[src/rtl/comp_sort_ctrl_pkg.sv]
`default_nettype none
// +--------------------------------------------------------------+
// | comp_sort_ctrl_pkg : shared types and widths for the sorter  |
// | rev 1.0                                                      |
// +--------------------------------------------------------------+
package comp_sort_ctrl_pkg;

   localparam int DATA_W    = 4;
   localparam int CMP_CNT_W = 8;

   typedef enum logic [1:0] {
      LOAD  = 2'd0,
      SORT  = 2'd1,
      DRAIN = 2'd2
   } state_t;

endpackage
`default_nettype wire

[src/rtl/comp_sort_ctrl_four_bit_comp.sv]
`default_nettype none
// +--------------------------------------------------------------+
// | four_bit_comp : unsigned 4-bit magnitude comparator          |
// | rev 1.0                                                      |
// +--------------------------------------------------------------+
module four_bit_comp (
   input  logic [3:0] a,
   input  logic [3:0] b,
   output logic       gt,
   output logic       lt,
   output logic       eq
);

   assign gt = (a > b);
   assign lt = (a < b);
   assign eq = (a == b);

endmodule
`default_nettype wire

[src/rtl/comp_sort_ctrl.sv]
`default_nettype none
// +--------------------------------------------------------------+
// | comp_sort_ctrl : buffered batch bubble sort, one compare/clk |
// | rev 1.0                                                      |
// +--------------------------------------------------------------+
module comp_sort_ctrl
   import comp_sort_ctrl_pkg::*;
#(
   parameter int DEPTH   = 8,
   parameter bit DESCEND = 1'b0
) (
   input  logic                 clk,
   input  logic                 rst,
   input  logic                 in_valid,
   output logic                 in_ready,
   input  logic [DATA_W-1:0]    in_data,
   input  logic                 in_last,
   output logic                 out_valid,
   input  logic                 out_ready,
   output logic [DATA_W-1:0]    out_data,
   output logic                 out_last,
   output logic                 busy,
   output logic [CMP_CNT_W-1:0] cmp_count
);

   localparam int c_aw = $clog2(DEPTH);
   localparam int c_pw = c_aw + 1;

   localparam logic [c_pw-1:0]      c_depth   = c_pw'(DEPTH);
   localparam logic [c_pw-1:0]      c_one_p   = c_pw'(1);
   localparam logic [c_pw-1:0]      c_two_p   = c_pw'(2);
   localparam logic [c_aw-1:0]      c_one_a   = c_aw'(1);
   localparam logic [CMP_CNT_W-1:0] c_cnt_one = CMP_CNT_W'(1);
   localparam logic [CMP_CNT_W-1:0] c_cnt_max = '1;

   state_t               r_state;
   logic [DATA_W-1:0]    r_mem [DEPTH];
   logic [c_pw-1:0]      r_n;
   logic [c_pw-1:0]      r_i;
   logic [c_pw-1:0]      r_p;
   logic [c_pw-1:0]      r_rd;
   logic                 r_swapped;
   logic [CMP_CNT_W-1:0] r_cmp_count;
   logic                 r_in_ready;
   logic                 r_out_valid;
   logic                 r_out_last;
   logic [DATA_W-1:0]    r_out_data;
   logic                 r_busy;

   logic [c_aw-1:0]      w_ia;
   logic [c_aw-1:0]      w_ib;
   logic [DATA_W-1:0]    w_a;
   logic [DATA_W-1:0]    w_b;
   logic                 w_gt;
   logic                 w_lt;
   logic                 w_eq;
   logic                 w_swap;
   logic [c_pw-1:0]      w_pass_lim;
   logic                 w_pass_end;
   logic                 w_sorted;
   logic [c_pw-1:0]      w_n_inc;
   logic [c_pw-1:0]      w_n_dec;
   logic [c_pw-1:0]      w_rd_next;
   logic [DATA_W-1:0]    w_head;

   assign w_ia = r_i[c_aw-1:0];
   assign w_ib = w_ia + c_one_a;
   assign w_a  = r_mem[w_ia];
   assign w_b  = r_mem[w_ib];

   four_bit_comp u_cmp (
      .a  (w_a),
      .b  (w_b),
      .gt (w_gt),
      .lt (w_lt),
      .eq (w_eq)
   );

   // Equal keys never swap, which keeps the sort stable.
   assign w_swap     = !w_eq && (DESCEND ? w_lt : w_gt);
   assign w_pass_lim = r_n - c_two_p - r_p;
   assign w_pass_end = !(r_i < w_pass_lim);
   // A swap on the final compare of a pass still forces another pass.
   assign w_sorted   = !(r_swapped || w_swap) || (r_p == r_n - c_two_p);
   assign w_n_inc    = r_n + c_one_p;
   assign w_n_dec    = r_n - c_one_p;
   assign w_rd_next  = r_rd + c_one_p;
   // Head entry as it will be after this cycle's possible swap at index 0.
   assign w_head     = (w_ia == '0 && w_swap) ? w_b : r_mem[0];

   always_ff @(posedge clk) begin
      if (rst) begin
         r_state     <= LOAD;
         r_in_ready  <= 1'b1;
         r_out_valid <= 1'b0;
         r_out_last  <= 1'b0;
         r_out_data  <= '0;
         r_busy      <= 1'b0;
         r_cmp_count <= '0;
         r_n         <= '0;
         r_i         <= '0;
         r_p         <= '0;
         r_rd        <= '0;
         r_swapped   <= 1'b0;
      end else begin
         unique case (r_state)
            LOAD: begin
               if (in_valid) begin
                  r_mem[r_n[c_aw-1:0]] <= in_data;
                  r_n                  <= w_n_inc;
                  if (in_last || w_n_inc == c_depth) begin
                     r_in_ready  <= 1'b0;
                     r_busy      <= 1'b1;
                     r_cmp_count <= '0;
                     r_rd        <= '0;
                     if (r_n == '0) begin
                        r_state     <= DRAIN;
                        r_out_valid <= 1'b1;
                        r_out_data  <= in_data;
                        r_out_last  <= 1'b1;
                     end else begin
                        r_state   <= SORT;
                        r_p       <= '0;
                        r_i       <= '0;
                        r_swapped <= 1'b0;
                     end
                  end
               end
            end
            SORT: begin
               if (w_swap) begin
                  r_mem[w_ia] <= w_b;
                  r_mem[w_ib] <= w_a;
               end
               if (r_cmp_count != c_cnt_max) begin
                  r_cmp_count <= r_cmp_count + c_cnt_one;
               end
               if (!w_pass_end) begin
                  r_i       <= r_i + c_one_p;
                  r_swapped <= r_swapped | w_swap;
               end else if (w_sorted) begin
                  r_state     <= DRAIN;
                  r_rd        <= '0;
                  r_out_valid <= 1'b1;
                  r_out_data  <= w_head;
                  r_out_last  <= 1'b0;
               end else begin
                  r_p       <= r_p + c_one_p;
                  r_i       <= '0;
                  r_swapped <= 1'b0;
               end
            end
            DRAIN: begin
               if (out_ready) begin
                  if (r_out_last) begin
                     r_state     <= LOAD;
                     r_n         <= '0;
                     r_rd        <= '0;
                     r_out_valid <= 1'b0;
                     r_out_last  <= 1'b0;
                     r_out_data  <= '0;
                     r_in_ready  <= 1'b1;
                     r_busy      <= 1'b0;
                  end else begin
                     r_rd       <= w_rd_next;
                     r_out_data <= r_mem[w_rd_next[c_aw-1:0]];
                     r_out_last <= (w_rd_next == w_n_dec);
                  end
               end
            end
            default: begin
               r_state <= LOAD;
            end
         endcase
      end
   end

   assign in_ready  = r_in_ready;
   assign out_valid = r_out_valid;
   assign out_data  = r_out_data;
   assign out_last  = r_out_last;
   assign busy      = r_busy;
   assign cmp_count = r_cmp_count;

endmodule
`default_nettype wire

[config.mk]
export PLATFORM = sky130hd
export DESIGN_NAME = comp_sort_ctrl
export DESIGN_NICKNAME = d
export VERILOG_FILES = /design/src/rtl/comp_sort_ctrl_pkg.sv /design/src/rtl/comp_sort_ctrl_four_bit_comp.sv /design/src/rtl/comp_sort_ctrl.sv
export SDC_FILE = /design/constraint.sdc
export NUM_CORES = 1
export LEC_CHECK = 0
export ABC_AREA = 1
export CORE_ASPECT_RATIO = 1.2
export CORE_MARGIN = 5
export CORE_UTILIZATION = 55
export CTS_CLUSTER_DIAMETER = 60
export DETAILED_ROUTE_END_ITERATION = 6
export GPL_ROUTABILITY_DRIVEN = 0
export MAX_ROUTING_LAYER = met4
export PLACE_DENSITY = 0.74
export SLEW_MARGIN = 10
export SYNTH_ARGS = -nofsm -noshare
export SYNTH_HDL_FRONTEND = slang
export SYNTH_SLANG_ARGS = --single-unit
[constraint.sdc]
create_clock -name clk -period 6.65 [get_ports clk]
set_clock_uncertainty 0.2 [all_clocks]
set_input_delay 0.665 -clock clk [delete_from_list [all_inputs] [get_ports clk]]
set_output_delay 0.665 -clock clk [all_outputs]
set_load 0.05 [all_outputs]
[Word-level counts from Yosys, hierarchy flattened]
Memory sizes are Yosys's and may differ from the RTL's. A register that Yosys moved wholly into a read port is not among the register bits.
Cells that the tools add are included.
Cells by class
  add/subtract/negate cells: 9
  $lt $le $gt $ge: 2
  equal/unequal tests: 18
  mux-type cells: 81
  bitwise gates (word level): 1
  reductions and logical operators: 23
Operators with widths (number)
  $mux W4: 25
  $mux W1: 31
  $mux W8: 3
  $pmux W4 S2: 3
  $pmux W4 S3: 2
  $ne A2 B2 Y1 const B: 10
  $reduce_and A6 Y1: 3
  $add A4 B1 Y4 const B: 4
  $pmux W8 S2: 1
  $mux W2: 7
  $eq A4 B4 Y1: 3
  $reduce_and A5 Y1: 2
  $mux W3: 3
  $add A8 B1 Y8 const B: 1
  $ne A8 B8 Y1 const B: 1
  $reduce_and A4 Y1: 2
  $reduce_and A8 Y1: 1
  $reduce_and A7 Y1: 1
  $pmux W1 S2: 3
  $pmux W1 S3: 2
  $pmux W2 S3: 1
  $eq A4 B4 Y1 const B: 1
  $gt A4 B4 Y1: 1
  $logic_not A4 Y1: 1
  other kinds (17): 22
Word-level totals
  flip-flop bits (word level): 35
  memory bits (writable): 32
  bits of input ports: 9
  output and inout port bits: 16
  logic and storage cells: 147
  memories kept: 1
Memory list
  r_mem: words 8, bits a word 4, rd ports 4, clocked after Yosys merged registers in 1, write ports 2, RTL line comp_sort_ctrl.sv:37  | logic [DATA_W-1:0] r_mem [DEPTH];

[Depth between registers and ports, before layout]
Gate-level depths: netlist of run 1.
An unclocked memory read counts as a cell.
  depth in word-level cells: 13
  depth in mapped cells: 24
  gate-level depth less buffers: 23

[Cells and area by module]
Synthesis of run 1 repeated with hierarchy kept, for this count alone.
Second synthesis, totals
  cell total of the unflattened synthesis: 797
  area total of the unflattened synthesis: 5351.4 um^2
Modules (own cells, without submodules)
  comp_sort_ctrl: instances 1, cells an instance 777, area each 5236.3 um^2, sequential area each 1721.7 um^2
  four_bit_comp: instances 1, cells an instance 20, area each 115.1 um^2, sequential area each 0.0 um^2

[Least setup slack after synthesis of run 1]
OpenSTA, ideal clock, no wires.
  kind: register -> register
  start: register r_i[0]
  end: memory r_mem[6][0] (enable)
  library setup time: 0.337 ns
  arrival: 3.024 ns
  data required time: 6.113 ns
  path slack: 3.088 ns
  stages on the path, launching flop included: 20
  buffers on the path: 3
  period minus slack after synthesis: 3.562 ns
  cells stage by stage: dfxtp_1 -> inv_2 -> buf_2 -> ha_1 -> clkbuf_1 -> nand3_1 -> nand2_1 -> nor2_1 -> ha_1 -> nand2_1 -> inv_2 -> nand2_1 -> nand2_1 -> nand2_2 -> nor3_4 -> buf_6 -> nand2_2 -> o21ai_2 -> nand2_1 -> o21bai_1
RTL lines
  from (decl): RTL line comp_sort_ctrl.sv:39  | logic [c_pw-1:0] r_i;
  from (signal assigned): RTL line comp_sort_ctrl.sv:139  | r_i <= r_i + c_one_p;
  to (decl): RTL line comp_sort_ctrl.sv:37

==> impl_metrics.xml, run 1 <==
<?xml version="1.0" encoding="UTF-8"?>
<metrics>
  <group name="die">
    <metric name="die_x" unit="um">96.43</metric>
    <metric name="die_area" unit="um2">10960</metric>
    <metric name="core_area" unit="um2">8657</metric>
    <metric name="die_height" unit="um">113.7</metric>
    <metric name="num_io_pins" unit="">25</metric>
    <metric name="row_count" unit="">37</metric>
    <metric name="initial_utilization" unit="">0.5694</metric>
  </group>
  <group name="cells_and_area">
    <metric name="fraction_of_final_layout_cells_with_drive_strength_greater_than_1" unit="">0.07422</metric>
    <metric name="final_cell_mix" unit="">sky130_fd_sc_hd__nand2_1 (201), sky130_fd_sc_hd__nor2_1 (84), sky130_fd_sc_hd__o21ai_0 (83), sky130_fd_sc_hd__inv_1 (62), sky130_fd_sc_hd__nand3_1 (42)</metric>
    <metric name="finalNetCount" unit="">771</metric>
    <metric name="area_growth" unit="%">9.822</metric>
    <metric name="fin_cells" unit="">858</metric>
    <metric name="insertedDiodeCount" unit="">0</metric>
    <metric name="mostFrequentLayoutCell" unit="">sky130_fd_sc_hd__nand2_1</metric>
  </group>
  <group name="grt">
    <metric name="grt.overflow.total" unit="">0</metric>
    <metric name="first_global_vias" unit="">4630</metric>
    <metric name="grt_start_max_net_pins" unit="">25</metric>
    <metric name="grt_first_pass_wirelength" unit="um">22200</metric>
    <metric name="initial_antenna_violation_count" unit="">0</metric>
    <metric name="grt_usage" unit="">0.2709</metric>
  </group>
  <group name="timing">
    <metric name="finalSetupViolCount" unit="">0</metric>
    <metric name="finalSetupTns" unit="ns">0</metric>
    <metric name="final-max-slew-violation-count" unit="">0</metric>
    <metric name="rsz_0062_raised_after_global_routing" unit="">false</metric>
    <metric name="worst_slack" unit="ns">1.858</metric>
    <metric name="final.hold.worst_slack" unit="ns">0.2674</metric>
    <metric name="timing.final.hold_violations" unit="">0</metric>
    <metric name="max_freq" unit="MHz">208.7</metric>
    <metric name="min_period_over_period" unit="">0.7206</metric>
    <metric name="post-route-min-period" unit="ns">4.792</metric>
    <metric name="relSlewSlack" unit="">0.4289</metric>
    <metric name="worst-slew-pin-transition" unit="ns">0.8539</metric>
  </group>
  <group name="cts">
    <metric name="cts-buffers-inserted" unit="">9</metric>
    <metric name="cts_resized" unit="">0</metric>
    <metric name="cts_max_level" unit="">3</metric>
    <metric name="clk_pin_slew_worst_paths" unit="ns">0.07</metric>
    <metric name="insertion_delay" unit="ns">0.36</metric>
    <metric name="cts_sinks" unit="">70</metric>
    <metric name="postCtsSetupBuffers" unit="">0</metric>
    <metric name="tritoncts_clock_tree" unit="">done</metric>
    <metric name="cts-hold-fix-buffers" unit="">0</metric>
    <metric name="clk_path_buf_depth" unit="">2</metric>
    <metric name="clock_tree.root_cell" unit="">sky130_fd_sc_hd__clkbuf_8</metric>
  </group>
  <group name="flow_run">
    <metric name="cap_violations" unit="">0</metric>
  </group>
  <group name="critical_path">
    <metric name="critical_path_launch_point_type" unit="">flop</metric>
    <metric name="critical_path_class" unit="">reg -&gt; reg</metric>
    <metric name="worst_r2r_startpoint" unit="">r_i[0]$_SDFFE_PP0P_</metric>
    <metric name="worstSetupEndpointType" unit="">flop</metric>
    <metric name="critPathRequiredTime" unit="ns">6.47</metric>
    <metric name="arrival" unit="ns">4.62</metric>
    <metric name="critPathMaxFanout" unit="">22</metric>
    <metric name="worstSetupStartpoint" unit="">r_i[0]$_SDFFE_PP0P_</metric>
  </group>
  <group name="synth">
    <metric name="yosys_warnings" unit="">0</metric>
    <metric name="synth_top_family_by_area" unit="">simple AND/OR/NAND/NOR gates</metric>
    <metric name="synthesis.instances" unit="">717</metric>
    <metric name="synth_area" unit="um2">4930</metric>
    <metric name="synthXorXnorAreaFrac" unit="">0.02310</metric>
    <metric name="seq_area_frac_synth" unit="">0.3492</metric>
    <metric name="post_synth_mux_area_share" unit="">0</metric>
    <metric name="syn-mean-instance-area" unit="um2">6.875</metric>
    <metric name="synth-compound-area-share" unit="">0.1731</metric>
    <metric name="simple_gate_share_of_the_synthesized_area" unit="">0.3178</metric>
    <metric name="synthAdderAreaFrac" unit="">0.06751</metric>
    <metric name="postSynthNetCount" unit="">752</metric>
    <metric name="ys_seq_elements" unit="">70</metric>
    <metric name="synth.lib_cells_used.distinct" unit="">36</metric>
  </group>
  <group name="placed_design">
    <metric name="number_of_port_buffers" unit="">24</metric>
    <metric name="post-place-cells" unit="">842</metric>
    <metric name="dp.final_hpwl" unit="um">10550</metric>
    <metric name="pre_cts_slack" unit="ns">1.966</metric>
  </group>
  <group name="routing">
    <metric name="detail_route.vias_per_cell" unit="">5.697</metric>
    <metric name="drt-initial-drc-count" unit="">296</metric>
    <metric name="firstDrtPassIters" unit="">5</metric>
    <metric name="via_count" unit="">4888</metric>
    <metric name="drcViolationCount" unit="">0</metric>
    <metric name="post_drt_wl_per_cell" unit="um">16.07</metric>
    <metric name="wl" unit="um">13790</metric>
    <metric name="final_antenna_net_count" unit="">0</metric>
  </group>
  <group name="run_status">
    <metric name="outcome" unit="">completed</metric>
  </group>
  <group name="min_path">
    <metric name="holdCritPathClass" unit="">reg -&gt; reg</metric>
    <metric name="worstHoldStart" unit="">out_data[1]$_SDFFE_PP0P_</metric>
  </group>
  <group name="power_and_ir_drop">
    <metric name="p_per_area" unit="nW/um2">387.3</metric>
    <metric name="p_leak" unit="nW">2.248</metric>
    <metric name="max-vdd-ir-drop" unit="mV">0.1878</metric>
  </group>
</metrics>
==> sequential cells by signal (all words and copies together) (netlist names), named ones only <==
| signal | cells |
|---|---|
| r_p | 4 |
| r_swapped | 1 |
| out_valid | 1 |
| cmp_count | 8 |
| out_data | 4 |
| r_i | 4 |
| busy | 1 |
| r_state | 2 |
| r_rd | 4 |
| in_ready | 1 |
| r_mem | 32 |
| out_last | 1 |
| r_n | 4 |
==> power by group <==
| group | switching, mW | total [mW] | internal, mW |
|---|---|---|---|
| Clock | 0.168 | 0.300 | 0.132 |
| Sequential | 0.0731 | 0.610 | 0.537 |
| Combinational | 0.825 | 1.19 | 0.362 |
==> per-layer routing <==
layer,GRT usage,part of all wire
met1,0.3026,0.39
met2,0.4583,0.50
met3,0.03958,0.058
met4,0.1469,0.049
met5,-,0
==> cell families after synthesis <==
logic type	count (synthesis)
compound gates	152
xor+xnor	13
fa+ha+maj	26
buf+inv	87
flops	70
simple gates	369
==> cells in the mapped netlist <==
cell type                    n  area, um2
sky130_fd_sc_hd__nand2_1   201      754.5
sky130_fd_sc_hd__nor2_1     84      315.3
sky130_fd_sc_hd__o21ai_0    83      415.4
sky130_fd_sc_hd__inv_1      62      232.7
sky130_fd_sc_hd__nand3_1    42      210.2
sky130_fd_sc_hd__dfxtp_1    38      760.7
sky130_fd_sc_hd__a21oi_1    34      170.2
sky130_fd_sc_hd__edfxtp_1   32      960.9
sky130_fd_sc_hd__ha_1       25      312.8
sky130_fd_sc_hd__clkbuf_1   11      41.29
sky130_fd_sc_hd__xor2_1     11      96.34
sky130_fd_sc_hd__o22ai_1    10      62.56
sky130_fd_sc_hd__nand4_1     9      56.30
sky130_fd_sc_hd__nor2_2      8      50.05
sky130_fd_sc_hd__o21bai_1    8      60.06
sky130_fd_sc_hd__nor3_1      7      35.03
sky130_fd_sc_hd__buf_2       6      30.03
sky130_fd_sc_hd__o21ai_2     6      52.55
sky130_fd_sc_hd__or2_2       6      37.54
sky130_fd_sc_hd__inv_2       5      18.77
sky130_fd_sc_hd__nand2_2     4      25.02
sky130_fd_sc_hd__a211oi_1    3      22.52
sky130_fd_sc_hd__a31oi_2     3      37.54
sky130_fd_sc_hd__a31oi_1     2      12.51
sky130_fd_sc_hd__clkinv_1    2      7.510
sky130_fd_sc_hd__nand2_4     2      22.52
sky130_fd_sc_hd__nand3b_1    2      15.01
sky130_fd_sc_hd__o211ai_1    2      15.01
sky130_fd_sc_hd__xnor2_1     2      17.52
sky130_fd_sc_hd__and2_2      1      7.510
sky130_fd_sc_hd__buf_6       1      11.26
sky130_fd_sc_hd__fa_1        1      20.02
sky130_fd_sc_hd__nand3_2     1      10.01
sky130_fd_sc_hd__nor2_4      1      11.26
sky130_fd_sc_hd__nor3_4      1      16.27
sky130_fd_sc_hd__o21ai_1     1      5.000
==> metrics by stage <==
stage                 util  area (um2)  power [mW]
finish              0.6254        5414       2.097
global route        0.6254        5414       2.267
CTS                 0.6254        5414       2.083
detailed placement  0.6063        5249       1.784
global placement    0.6063        5249       1.753
floorplan                -        4930       1.475
==> area by class of cell <==
type / instances / area, um2
Sequential cell: 70 / 1722
Inverter: 69 / 259.0
Tap cell: 117 / 146.4
Clock buffer: 9 / 123.9
Fill cell: 819 / 3243
Timing Repair Buffer: 26 / 255.2
Clock inverter: 7 / 41.29
Multi-Input combinational cell: 560 / 2867
==> critical path, cell delays in order (launching register included) <==
cell	delay (ns)
sky130_fd_sc_hd__dfxtp_1	0.31
sky130_fd_sc_hd__buf_4	0.26
sky130_fd_sc_hd__inv_2	0.21
sky130_fd_sc_hd__ha_1	0.57
sky130_fd_sc_hd__clkinv_1	0.36
sky130_fd_sc_hd__nand3_1	0.19
sky130_fd_sc_hd__nand2_1	0.07
sky130_fd_sc_hd__nor2_1	0.20
sky130_fd_sc_hd__inv_1	0.07
sky130_fd_sc_hd__ha_1	0.17
sky130_fd_sc_hd__inv_1	0.05
sky130_fd_sc_hd__nand2_1	0.05
sky130_fd_sc_hd__nand2_1	0.06
sky130_fd_sc_hd__nand2_1	0.05
sky130_fd_sc_hd__nand2_1	0.09
sky130_fd_sc_hd__nand2_2	0.10
sky130_fd_sc_hd__nor3_4	0.66
sky130_fd_sc_hd__o211ai_1	0.34
sky130_fd_sc_hd__o21bai_1	0.43
==> worst paths after layout <==
kind                                                  to  slack, ns  cells past startpoint
worst min register to register  out_data[1]$_SDFFE_PP0P_       0.27                      2
worst max register to register     r_mem[7][1]$_DFFE_PP_       1.86                     18
worst max-delay path               r_mem[7][1]$_DFFE_PP_       1.86                     18
worst min-delay path            out_data[1]$_SDFFE_PP0P_       0.27                      2
Note: power is estimated with default switching activity, not from simulation.
==> inputs of run 2 (changes only) <==
PLACE_DENSITY = 0.77   (was 0.74)
clock period = 4.3 ns   (was 6.65 ns; I/O delays follow)
==> impl_metrics.xml, run 2 (synthesized netlist as in run 1, its figures left out) <==
<?xml version="1.0" encoding="UTF-8"?>
<metrics>
  <group name="timing">
    <metric name="min_period_over_period" unit="">0.8969</metric>
    <metric name="relSlewSlack" unit="">0.4605</metric>
    <metric name="finalSetupViolCount" unit="">0</metric>
    <metric name="finalSetupTns" unit="ns">0</metric>
    <metric name="final-max-slew-violation-count" unit="">0</metric>
    <metric name="timing.final.hold_violations" unit="">0</metric>
    <metric name="max_freq" unit="MHz">259.3</metric>
    <metric name="post-route-min-period" unit="ns">3.857</metric>
    <metric name="worst-slew-pin-transition" unit="ns">0.8081</metric>
    <metric name="rsz_0062_raised_after_global_routing" unit="">false</metric>
  </group>
  <group name="grt">
    <metric name="initial_antenna_violation_count" unit="">0</metric>
    <metric name="grt_first_pass_wirelength" unit="um">22580</metric>
    <metric name="grt_usage" unit="">0.2733</metric>
    <metric name="grt_start_max_net_pins" unit="">25</metric>
    <metric name="grt.overflow.total" unit="">0</metric>
    <metric name="first_global_vias" unit="">4767</metric>
  </group>
  <group name="cts">
    <metric name="insertion_delay" unit="ns">0.37</metric>
    <metric name="tritoncts_clock_tree" unit="">done</metric>
    <metric name="cts-buffers-inserted" unit="">9</metric>
    <metric name="cts_sinks" unit="">70</metric>
    <metric name="cts_max_level" unit="">3</metric>
    <metric name="clk_pin_slew_worst_paths" unit="ns">0.08</metric>
    <metric name="clock_tree.root_cell" unit="">sky130_fd_sc_hd__clkbuf_8</metric>
    <metric name="clk_path_buf_depth" unit="">2</metric>
    <metric name="cts-hold-fix-buffers" unit="">0</metric>
  </group>
  <group name="die">
    <metric name="die_area" unit="um2">10960</metric>
    <metric name="num_io_pins" unit="">25</metric>
    <metric name="core_area" unit="um2">8657</metric>
    <metric name="die_x" unit="um">96.43</metric>
    <metric name="initial_utilization" unit="">0.5694</metric>
    <metric name="die_height" unit="um">113.7</metric>
    <metric name="row_count" unit="">37</metric>
  </group>
  <group name="routing">
    <metric name="detail_route.vias_per_cell" unit="">5.702</metric>
    <metric name="wl" unit="um">13780</metric>
    <metric name="drcViolationCount" unit="">0</metric>
    <metric name="drt-initial-drc-count" unit="">375</metric>
    <metric name="firstDrtPassIters" unit="">5</metric>
    <metric name="routedLengthMet1" unit="um">5372</metric>
    <metric name="met3_wirelength" unit="um">838</metric>
    <metric name="wl_met2" unit="um">7023</metric>
    <metric name="post_drt_wl_per_cell" unit="um">15.89</metric>
    <metric name="final_antenna_net_count" unit="">0</metric>
    <metric name="top_signal_layer_used" unit="">met4</metric>
    <metric name="via_count" unit="">4944</metric>
  </group>
  <group name="power_and_ir_drop">
    <metric name="power_frac_seq" unit="">0.273</metric>
    <metric name="p_per_area" unit="nW/um2">619.7</metric>
    <metric name="cell_internal_pwr" unit="mW">1.758</metric>
    <metric name="p_leak" unit="nW">2.314</metric>
    <metric name="pwr-share-comb" unit="">0.554</metric>
    <metric name="power.share.switching" unit="">0.4882</metric>
    <metric name="finalPower" unit="mW">3.435</metric>
    <metric name="max-vdd-ir-drop" unit="mV">0.2371</metric>
    <metric name="power.net_switching" unit="mW">1.677</metric>
    <metric name="power.share.clock" unit="">0.173</metric>
  </group>
  <group name="cells_and_area">
    <metric name="finalNetCount" unit="">780</metric>
    <metric name="mostFrequentLayoutCell" unit="">sky130_fd_sc_hd__nand2_1</metric>
    <metric name="finalInstanceArea" unit="um2">5543</metric>
    <metric name="max_flop_register" unit="">r_mem</metric>
    <metric name="insertedDiodeCount" unit="">0</metric>
    <metric name="filler_cell_count" unit="">790</metric>
    <metric name="final_cell_mix" unit="">sky130_fd_sc_hd__nand2_1 (201), sky130_fd_sc_hd__nor2_1 (84), sky130_fd_sc_hd__o21ai_0 (83), sky130_fd_sc_hd__inv_1 (62), sky130_fd_sc_hd__nand3_1 (42)</metric>
    <metric name="fraction_of_final_layout_cells_with_drive_strength_greater_than_1" unit="">0.08400</metric>
    <metric name="largest_reg_flops" unit="">32</metric>
    <metric name="area_growth" unit="%">12.44</metric>
    <metric name="fin_cells" unit="">867</metric>
  </group>
  <group name="critical_path">
    <metric name="arrival" unit="ns">3.68</metric>
    <metric name="critical_path_class" unit="">reg -&gt; reg</metric>
    <metric name="critPathMaxFanout" unit="">18</metric>
    <metric name="critPathRequiredTime" unit="ns">4.12</metric>
    <metric name="worstSetupEndpointType" unit="">flop</metric>
    <metric name="critical_path_launch_point_type" unit="">flop</metric>
  </group>
  <group name="placed_design">
    <metric name="placement.cell_area" unit="um2">5309</metric>
    <metric name="post-place-cells" unit="">850</metric>
    <metric name="number_of_port_buffers" unit="">24</metric>
    <metric name="dp.final_hpwl" unit="um">10670</metric>
  </group>
  <group name="min_path">
    <metric name="holdCritPathClass" unit="">reg -&gt; reg</metric>
  </group>
  <group name="run_status">
    <metric name="outcome" unit="">completed</metric>
  </group>
  <group name="flow_run">
    <metric name="cap_violations" unit="">0</metric>
  </group>
</metrics>
==> run 2: critical path, cell delays in order (launching register included) <==
cell	delay, ns
sky130_fd_sc_hd__dfxtp_1	0.42
sky130_fd_sc_hd__inv_2	0.19
sky130_fd_sc_hd__ha_1	0.36
sky130_fd_sc_hd__clkinv_1	0.23
sky130_fd_sc_hd__nand3_1	0.16
sky130_fd_sc_hd__nand2_1	0.06
sky130_fd_sc_hd__nor2_1	0.23
sky130_fd_sc_hd__ha_1	0.30
sky130_fd_sc_hd__nand2_1	0.07
sky130_fd_sc_hd__nand2_1	0.05
sky130_fd_sc_hd__nand2_1	0.05
sky130_fd_sc_hd__nand2_1	0.07
sky130_fd_sc_hd__nand2_2	0.14
sky130_fd_sc_hd__nor3_4	0.07
sky130_fd_sc_hd__buf_12	0.17
sky130_fd_sc_hd__nand2_4	0.11
sky130_fd_sc_hd__o211ai_1	0.20
sky130_fd_sc_hd__o21bai_1	0.42
==> run 2: layout make-up <==
cell class	count	area (um2)	area share
Multi-Input combinational cell	560	2867	0.5172
Sequential cell	70	1722	0.3106
Timing Repair Buffer	35	335.3	0.06050
Inverter	69	259.0	0.04673
Tap cell	117	146.4	0.02641
Clock buffer	10	127.6	0.02302
Clock inverter	6	86.33	0.01558
==> run 2: power groups by stage <==
stage	clock (mW)	sequential, mW	combinational, mW
2_1_floorplan	0	1.02	1.26
3_3_place_gp	0	0.945	1.83
3_5_place_dp	0	0.950	1.87
4_1_cts	0.597	0.936	1.88
5_1_grt	0.635	0.951	2.11
6_report	0.593	0.939	1.90
==> run 2: per-stage QoR <==
step,setup WS [ns],hold WS (ns),utilization
floorplan,0.7382,0.2359,-
global placement,0.5365,0.2560,0.6132
detailed placement,0.4188,0.2671,0.6132
CTS,0.3884,0.2780,0.6380
global route,0.1177,0.2936,0.6403
finish,0.4433,0.2699,0.6403
==> run 2: layer usage <==
metal,global-route usage,vias to the layer above
li1,-,2431
met4,0.1422,0
met5,-,-
met2,0.4638,188
met1,0.3036,2277
met3,0.04485,48
==> run 2: final timing paths <==
path | startpoint | endpoint | slack, ns | cells after the start
hold reg to reg | out_data[1]$_SDFFE_PP0P_ | out_data[1]$_SDFFE_PP0P_ | 0.27 | 2
hold / removal | out_data[1]$_SDFFE_PP0P_ | out_data[1]$_SDFFE_PP0P_ | 0.27 | 2
setup / recovery | r_i[0]$_SDFFE_PP0P_ | r_mem[4][1]$_DFFE_PP_ | 0.44 | 17
setup reg to reg | r_i[0]$_SDFFE_PP0P_ | r_mem[4][1]$_DFFE_PP_ | 0.44 | 17
==> run 2: timing repair <==
action                     4_1_cts  5_1_grt
hold endpoints to repair         0        0
setup buffers                    0        1
setup endpoints to repair        0       12
resized for setup                0        0
==> inputs of run 3 (changes only) <==
CAP_MARGIN = 20   (was not set)
SLEW_MARGIN = not set   (was 10)
==> results of run 3 <==
Same layout as run 2: the final DEF is identical, and so are final timing and power.
